## src/rtl/gcd_controller_pkg.sv

```systemverilog
// gcd_controller_pkg: state encodings and datapath mux select codes shared by the GCD controller.
package gcd_controller_pkg;

    typedef enum logic [2:0] {
        S_IDLE   = 3'd0,
        S_LOAD_A = 3'd1,
        S_LOAD_B = 3'd2,
        S_ITER   = 3'd3,
        S_DONE   = 3'd4,
        S_ERR    = 3'd5
    } state_t;

    localparam logic SEL_A    = 1'b0;
    localparam logic SEL_B    = 1'b1;
    localparam logic SEL_DATA = 1'b1;
    localparam logic SEL_SUB  = 1'b0;

endpackage

```

## src/rtl/gcd_controller_if.sv

```systemverilog
// gcd_controller_if: host handshake, datapath flags and datapath controls of the GCD controller.
interface gcd_controller_if;

    logic start;
    logic data_valid;
    logic data_req;
    logic gt;
    logic lt;
    logic eq;
    logic ldA;
    logic ldB;
    logic sel1;
    logic sel2;
    logic sel_in;
    logic busy;
    logic done;
    logic err;

    modport master (
        input  start, data_valid, gt, lt, eq,
        output data_req, ldA, ldB, sel1, sel2, sel_in, busy, done, err
    );

    modport slave (
        output start, data_valid, gt, lt, eq,
        input  data_req, ldA, ldB, sel1, sel2, sel_in, busy, done, err
    );

endinterface

```

## src/rtl/gcd_controller_iter_watchdog.sv

```systemverilog
// gcd_controller_iter_watchdog: counts ITER cycles and flags when MAX_ITER is reached.
module gcd_controller_iter_watchdog #(
    parameter int ITER_W   = 16,
    parameter int MAX_ITER = 65535
) (
    input  logic clk,
    input  logic rst,
    input  logic clear,
    input  logic inc,
    output logic expired
);

    logic [ITER_W-1:0] cnt;

    always_ff @(posedge clk) begin
        if (rst || clear) cnt <= '0;
        else if (inc) cnt <= cnt + 1'b1;
    end

    assign expired = cnt == ITER_W'(MAX_ITER);

endmodule

```

## src/rtl/gcd_controller.sv

```systemverilog
// gcd_controller: control FSM for the subtractive GCD datapath; optional watchdog under GCD_TIMEOUT_EN.
module gcd_controller
    import gcd_controller_pkg::*;
#(
    parameter int ITER_W   = 16,
    parameter int MAX_ITER = 65535
) (
    input logic             clk,
    input logic             rst,
    gcd_controller_if.master bus
);

    if (MAX_ITER < 1 || MAX_ITER > (1 << ITER_W) - 1) begin : g_bad_max_iter
        $error("MAX_ITER out of range for ITER_W");
    end

    state_t state, next;
    logic   expired;
    logic   in_load, iter, sub_a, sub_b;

`ifdef GCD_TIMEOUT_EN
    gcd_controller_iter_watchdog #(
        .ITER_W  (ITER_W),
        .MAX_ITER(MAX_ITER)
    ) u_watchdog (
        .clk    (clk),
        .rst    (rst),
        .clear  (state != S_ITER),
        .inc    (state == S_ITER),
        .expired(expired)
    );
`else
    assign expired = 1'b0;
`endif

    always_ff @(posedge clk) begin
        state <= rst ? S_IDLE : next;
    end

    always_comb begin
        next = state;
        case (state)
            S_IDLE, S_DONE, S_ERR: next = bus.start ? S_LOAD_A : state;
            S_LOAD_A:              next = bus.data_valid ? S_LOAD_B : state;
            S_LOAD_B:              next = bus.data_valid ? S_ITER : state;
            S_ITER:                next = bus.eq ? S_DONE : expired ? S_ERR : S_ITER;
            default:               next = S_IDLE;
        endcase
    end

    // eq outranks gt, gt outranks lt; no flag set means hold
    always_comb begin
        in_load      = state == S_LOAD_A || state == S_LOAD_B;
        iter         = state == S_ITER;
        sub_a        = iter && !bus.eq && bus.gt;
        sub_b        = iter && !bus.eq && !bus.gt && bus.lt;
        bus.data_req = in_load;
        bus.sel_in   = in_load ? SEL_DATA : SEL_SUB;
        bus.ldA      = (state == S_LOAD_A && bus.data_valid) || sub_a;
        bus.ldB      = (state == S_LOAD_B && bus.data_valid) || sub_b;
        bus.sel1     = sub_b ? SEL_B : SEL_A;
        bus.sel2     = sub_a ? SEL_B : SEL_A;
        bus.busy     = in_load || iter;
        bus.done     = state == S_DONE;
        bus.err      = state == S_ERR;
    end

endmodule

```

## src/flat_wrapper.sv

```systemverilog
// flat-port wrapper written by rule: the top's interface ports become plain ports
module gcd_controller_flat import gcd_controller_pkg::*;
#(
    parameter int ITER_W   = 16,
    parameter int MAX_ITER = 65535
)
  (clk, rst, bus_start, bus_data_valid, bus_gt, bus_lt, bus_eq, bus_data_req, bus_ldA, bus_ldB, bus_sel1, bus_sel2, bus_sel_in, bus_busy, bus_done, bus_err);
  gcd_controller_if bus_i ();
  input logic clk;
  input logic rst;
  input wire logic [$bits(bus_i.start)-1:0] bus_start;
  input wire logic [$bits(bus_i.data_valid)-1:0] bus_data_valid;
  input wire logic [$bits(bus_i.gt)-1:0] bus_gt;
  input wire logic [$bits(bus_i.lt)-1:0] bus_lt;
  input wire logic [$bits(bus_i.eq)-1:0] bus_eq;
  output wire logic [$bits(bus_i.data_req)-1:0] bus_data_req;
  output wire logic [$bits(bus_i.ldA)-1:0] bus_ldA;
  output wire logic [$bits(bus_i.ldB)-1:0] bus_ldB;
  output wire logic [$bits(bus_i.sel1)-1:0] bus_sel1;
  output wire logic [$bits(bus_i.sel2)-1:0] bus_sel2;
  output wire logic [$bits(bus_i.sel_in)-1:0] bus_sel_in;
  output wire logic [$bits(bus_i.busy)-1:0] bus_busy;
  output wire logic [$bits(bus_i.done)-1:0] bus_done;
  output wire logic [$bits(bus_i.err)-1:0] bus_err;
  assign bus_i.start = bus_start;
  assign bus_i.data_valid = bus_data_valid;
  assign bus_i.gt = bus_gt;
  assign bus_i.lt = bus_lt;
  assign bus_i.eq = bus_eq;
  assign bus_data_req = bus_i.data_req;
  assign bus_ldA = bus_i.ldA;
  assign bus_ldB = bus_i.ldB;
  assign bus_sel1 = bus_i.sel1;
  assign bus_sel2 = bus_i.sel2;
  assign bus_sel_in = bus_i.sel_in;
  assign bus_busy = bus_i.busy;
  assign bus_done = bus_i.done;
  assign bus_err = bus_i.err;
  gcd_controller #(.ITER_W(ITER_W), .MAX_ITER(MAX_ITER)) u_core (.clk(clk), .rst(rst), .bus(bus_i));
endmodule
```

## config.mk

```make
export PLATFORM = sky130hd
export DESIGN_NAME = gcd_controller_flat
export DESIGN_NICKNAME = d
export VERILOG_FILES = /design/src/rtl/gcd_controller_pkg.sv /design/src/rtl/gcd_controller_if.sv /design/src/rtl/gcd_controller_iter_watchdog.sv /design/src/rtl/gcd_controller.sv /design/src/flat_wrapper.sv
export SDC_FILE = /design/constraint.sdc
export NUM_CORES = 1
export LEC_CHECK = 0
export CORE_AREA = 2 2 39 41
export CTS_CLUSTER_SIZE = 20
export DETAILED_ROUTE_END_ITERATION = 8
export DIE_AREA = 0 0 41 43
export PLACE_DENSITY_LB_ADDON = 0.3
export SYNTH_ARGS = -nofsm -noshare
export SYNTH_HDL_FRONTEND = slang
export SYNTH_SLANG_ARGS = --single-unit
```

## constraint.sdc

```tcl
create_clock -name clk -period 1.3 [get_ports clk]
set_input_delay 0.195 -clock clk [delete_from_list [all_inputs] [get_ports clk]]
set_output_delay 0.195 -clock clk [all_outputs]
set_load 0.03 [all_outputs]
```

==> Word-level counts from Yosys, hierarchy flattened <==
Index checks and enable logic that the tools add are counted.
{ "classes": {"eq_ne": 8, "reduce_logical": 15, "n_mux": 8} }
{ "ops": {"columns": ["operator", "count"], "rows": [
  ["$mux 3", 4],
  ["$pmux 3 s4", 1],
  ["$eq 3x2->1 const B", 2],
  ["$eq 3x3->1 const B", 2],
  ["$logic_and 1x1->1", 6],
  ["$ne 2x2->1 const B", 3],
  ["$logic_or 1x1->1", 4],
  ["$eq 3x1->1 const B", 1],
  ["$logic_not 3->1", 1],
  ["$mux 1", 3],
  ["$reduce_and 3->1", 1],
  ["$reduce_or 3->1", 1],
  ["$logic_not 1->1", 2]
]} }
{ "word_totals": {"wordCells": 32, "inputBits": 7, "ff_bits": 3} }

==> Depth between registers and ports, before layout <==
{ "logic_depth": {"depth_word": 5, "ltp_mapped": 4} }

==> Worst setup path before layout <==
Ideal clock, no wire load.
{ "synth_path": {"path_kind": "register to output", "startpoint": "register u_core.state[0]", "endpoint": "output port bus_ldB", "slack_ns": -0.227, "arrival_time_ns": 1.332, "stages_incl_launch_ff": 5, "cell_sequence": "dfxtp_1 > buf_6 > nor4bb_1 > a21oi_1 > nor3_1"} }
{ "synth_via": {"elab_chain_cells": 5, "elab_cells_between_ends": 7} }
{ "synth_rtl": {"columns": ["element", "line_no", "source"], "rows": [
  ["from (decl)", "gcd_controller.sv:17", "state_t state, next;"],
  ["from (signal assigned)", "gcd_controller.sv:37", "state <= rst ? S_IDLE : next;"],
  ["$eq 3x2->1", "gcd_controller.sv:54", "iter = state == S_ITER;"],
  ["$logic_and 1x1->1 (3 in series)", "gcd_controller.sv:56", "sub_b = iter && !bus.eq && !bus.gt && bus.lt;"],
  ["$logic_or 1x1->1 (*)", "gcd_controller.sv:60", "bus.ldB = (state == S_LOAD_B && bus.data_valid) || sub_b;"],
  ["to (decl)", "flat_wrapper.sv:18", "output wire logic [$bits(bus_i.ldB)-1:0] bus_ldB;"]
]} }
Mark *: on every way between the ends. The rest lies on a longest branch, timed or not.

==> Worst setup path in the final report <==
{ "layout_path": {"startpoint": "register u_core.state[0]", "endpoint": "output port bus_sel_in"} }
{ "layout_via": {"elab_chain_cells": 3, "elab_cells_between_ends": 4} }
{ "layout_rtl": {"columns": ["element", "line_no", "source"], "rows": [
  ["$eq 3x1->1 / $eq 3x2->1 (equally long branches)", "gcd_controller.sv:53", "in_load = state == S_LOAD_A || state == S_LOAD_B;"],
  ["$logic_or 1x1->1 (*)", "gcd_controller.sv:53", null],
  ["$mux 1 (*)", "gcd_controller.sv:58", "bus.sel_in = in_load ? SEL_DATA : SEL_SUB;"],
  ["to (decl)", "flat_wrapper.sv:21", "output wire logic [$bits(bus_i.sel_in)-1:0] bus_sel_in;"]
]} }
Marked as above.

==> impl_metrics.tcl <==
set metrics [dict create \
    io_pins 16 \
    vias 388 \
    vias_per_cell 4.67 \
    ys_warn_count 0 \
    drv_cap 0 \
    worst_slack_ns -0.116 \
    io_buffers 15 \
    hold_ws_ns 0.504 \
    tightest_slew_ns 0.237 \
    largest_register_ffs 3 \
    core_sq_um 1380 \
    avgSynthCellArea_sq_um 8.10 \
    synth_area_sq_um 275 \
    nets 75 \
    dieArea_sq_um 1760 \
    final_cell_mix "14 x buf_6, 10 x buf_4" \
    crit_family "buffers and inverters" \
    grt_pass1_vias 359 \
    regArea_sq_um 63.8 \
    period_needed_ns 1.42 \
    cp_slowest_cell "dfxtp_2" \
    hold_violations 0 \
    postSynthRegisterBits 3 \
    timing.setup.tns_ns -0.519 \
    drv_slew 0 \
    cts-htree-levels 1 \
    grt.overflow.total 0 \
    post-place-ws_ns -0.594 \
    drive_above_1_share 0.701 \
    clk_latency_ns 0.23 \
    worstHoldPathType "in2reg" \
    min_from "bus_eq" \
    synth.distinct_cells 21 \
    utilization 0.476 \
    cts_tree "done" \
    required_ns 1.11 \
    drc_errors 0 \
    biggestRegsByFlops "u_core.state (3)" \
    synth_cells 34 \
    p_per_area_nw_per_um2 860 \
    regMostFlops "u_core.state" \
    setup_viol 8 \
    drt_first_pass_iters 2 \
    worstSetupPathType "reg2out" \
    cp_max_fo 7 \
    crit_top_cell "buf_6" \
    syn2layout_area_growth_pct 139 \
    rsz0062_at_grt "true" \
    clkTransAtPathRegs_ns 0.04 \
    rr_worst_depth 6 \
    clkSinkCount 3 \
    multiInputGateArea_sq_um 239 \
    n_fill_cell 149 \
    finClkSkew_ns 0.000397 \
    layout_commonest_cell "buf_6" \
    initial_utilization 0.199 \
    period_share 1.09 \
    drt-initial-drc-count 1 \
    routabilityCongestion 0.756 \
    grt_pass1_wl_um 1500 \
    critPathCaptureType "output pin" \
    clock.fmax_mhz 706 \
    status "finished, violations left" \
    rows 14 \
    synth-seq-area-share 0.218 \
    r2r-start "u_core.state[1]" \
    worst-path-stages 5 \
    grt_max_degree 11 \
    antennaDiodeCount 0 \
    crit_chain "buf_6, buf_4, xnor2_1, nor2_2, buf_6" \
    violations "setup timing" \
    fp.dieH_um 43 \
    crit_buf_inv 3 \
    arrival_ns 1.22 \
    hold_depth 4 \
    antenna_found_initial 0 \
    startpoint "u_core.state[0]" \
    place_hpwl_um 629 \
    maxSlewHeadroom 0.840 \
    track_usage 0.124 \
    start_kind "flop" \
    die_x_um 41 \
    post_drt_wl_per_cell_um 11.7 \
    clockBufferDepth 2 \
    clockRootBuffer "clkbuf_4" \
    drt-total-wl_um 968 \
    peakVddDrop_mv 0.441 \
    ant_nets 0 \
    leakagePower_nw 0.300 \
    critPathMaxStageDelay_ns 0.32 \
    cts_buffers 3 \
    synth_nets 41 \
]
## final timing paths
check / endpoint / slack (ns)
worst max-delay path: bus_sel_in / -0.12
worst min-delay path: u_core.state[2] / 0.50
worst min register to register: u_core.state[1] / 0.63
worst max register to register: u_core.state[0] / 0.12
## through the flow
step                      std cells  total power [mW]  cell area, sq um
after floorplan                  34             0.250               288
after global placement           72             0.341               487
after detailed placement         72             0.341               487
after CTS                        79             0.556               609
after global routing             83             0.609               658
final                            83             0.566               658
## power by group
part / switching [mW] / internal (mW) / total [mW] / leakage [nW]
Sequential: 0.00709 / 0.102 / 0.109 / 0.0258
Combinational: 0.144 / 0.154 / 0.297 / 0.259
Clock: 0.0449 / 0.115 / 0.160 / 0.0150
Total: 0.196 / 0.370 / 0.566 / 0.300
## cell families after synthesis
| logic type | share of synthesized area |
|---|---|
| compound gates | 0.282 |
| xor+xnor | 0.0318 |
| buf+inv | 0.123 |
| simple gates | 0.346 |
| flops | 0.218 |
## layout make-up
cell class / count / area share
Clock buffer: 4 / 0.0399
Inverter: 2 / 0.0152
Multi-Input combinational cell: 26 / 0.363
Sequential cell: 3 / 0.0970
Tap cell: 16 / 0.0304
Timing Repair Buffer: 32 / 0.454
## worst reg2reg max path, stage by stage, from the launching register on
cell	delay [ns]
dfxtp_2	0.32
buf_6	0.12
buf_4	0.12
buf_4	0.13
a21boi_2	0.15
a21oi_1	0.14
o41ai_2	0.08
## Yosys cell counts (all sizes together)
master,number,area (sq um)
a22oi,1,7.51
a21boi,1,11.3
buf,3,26.3
xnor2,1,8.76
dfxtp,3,60.1
inv,2,7.51
a21oi,3,15.0
nor2b,1,6.26
nand2b,1,6.26
a31oi,2,12.5
nor4bb,1,10.0
nor2,2,7.51
o21ai,1,5.00
nor3b,1,7.51
and2b,1,8.76
o41ai,1,16.3
a211o,1,10.0
and4b,1,10.0
nor3,4,20.0
and3,3,18.8
## layer usage
metal | global-route usage | up-vias | part of all wire | wire, um
met5 | 0 | - | 0 | 0
met4 | 0.0200 | 0 | 0 | 0
met2 | 0.188 | 13 | 0.50 | 485
li1 | - | 193 | - | -
met1 | 0.167 | 182 | 0.45 | 440
met3 | 0.0471 | 0 | 0.044 | 43
## repair_timing
item                                    in CTS  in global routing
buffers inserted                             3                  3
endpoints found under the setup margin       9                  9
hold buffers                                 0                  0
pin swaps                                    2                  3
resized for setup                           30                  6
gates cloned                                 0                  1
Power figures use the tool's default switching activity.
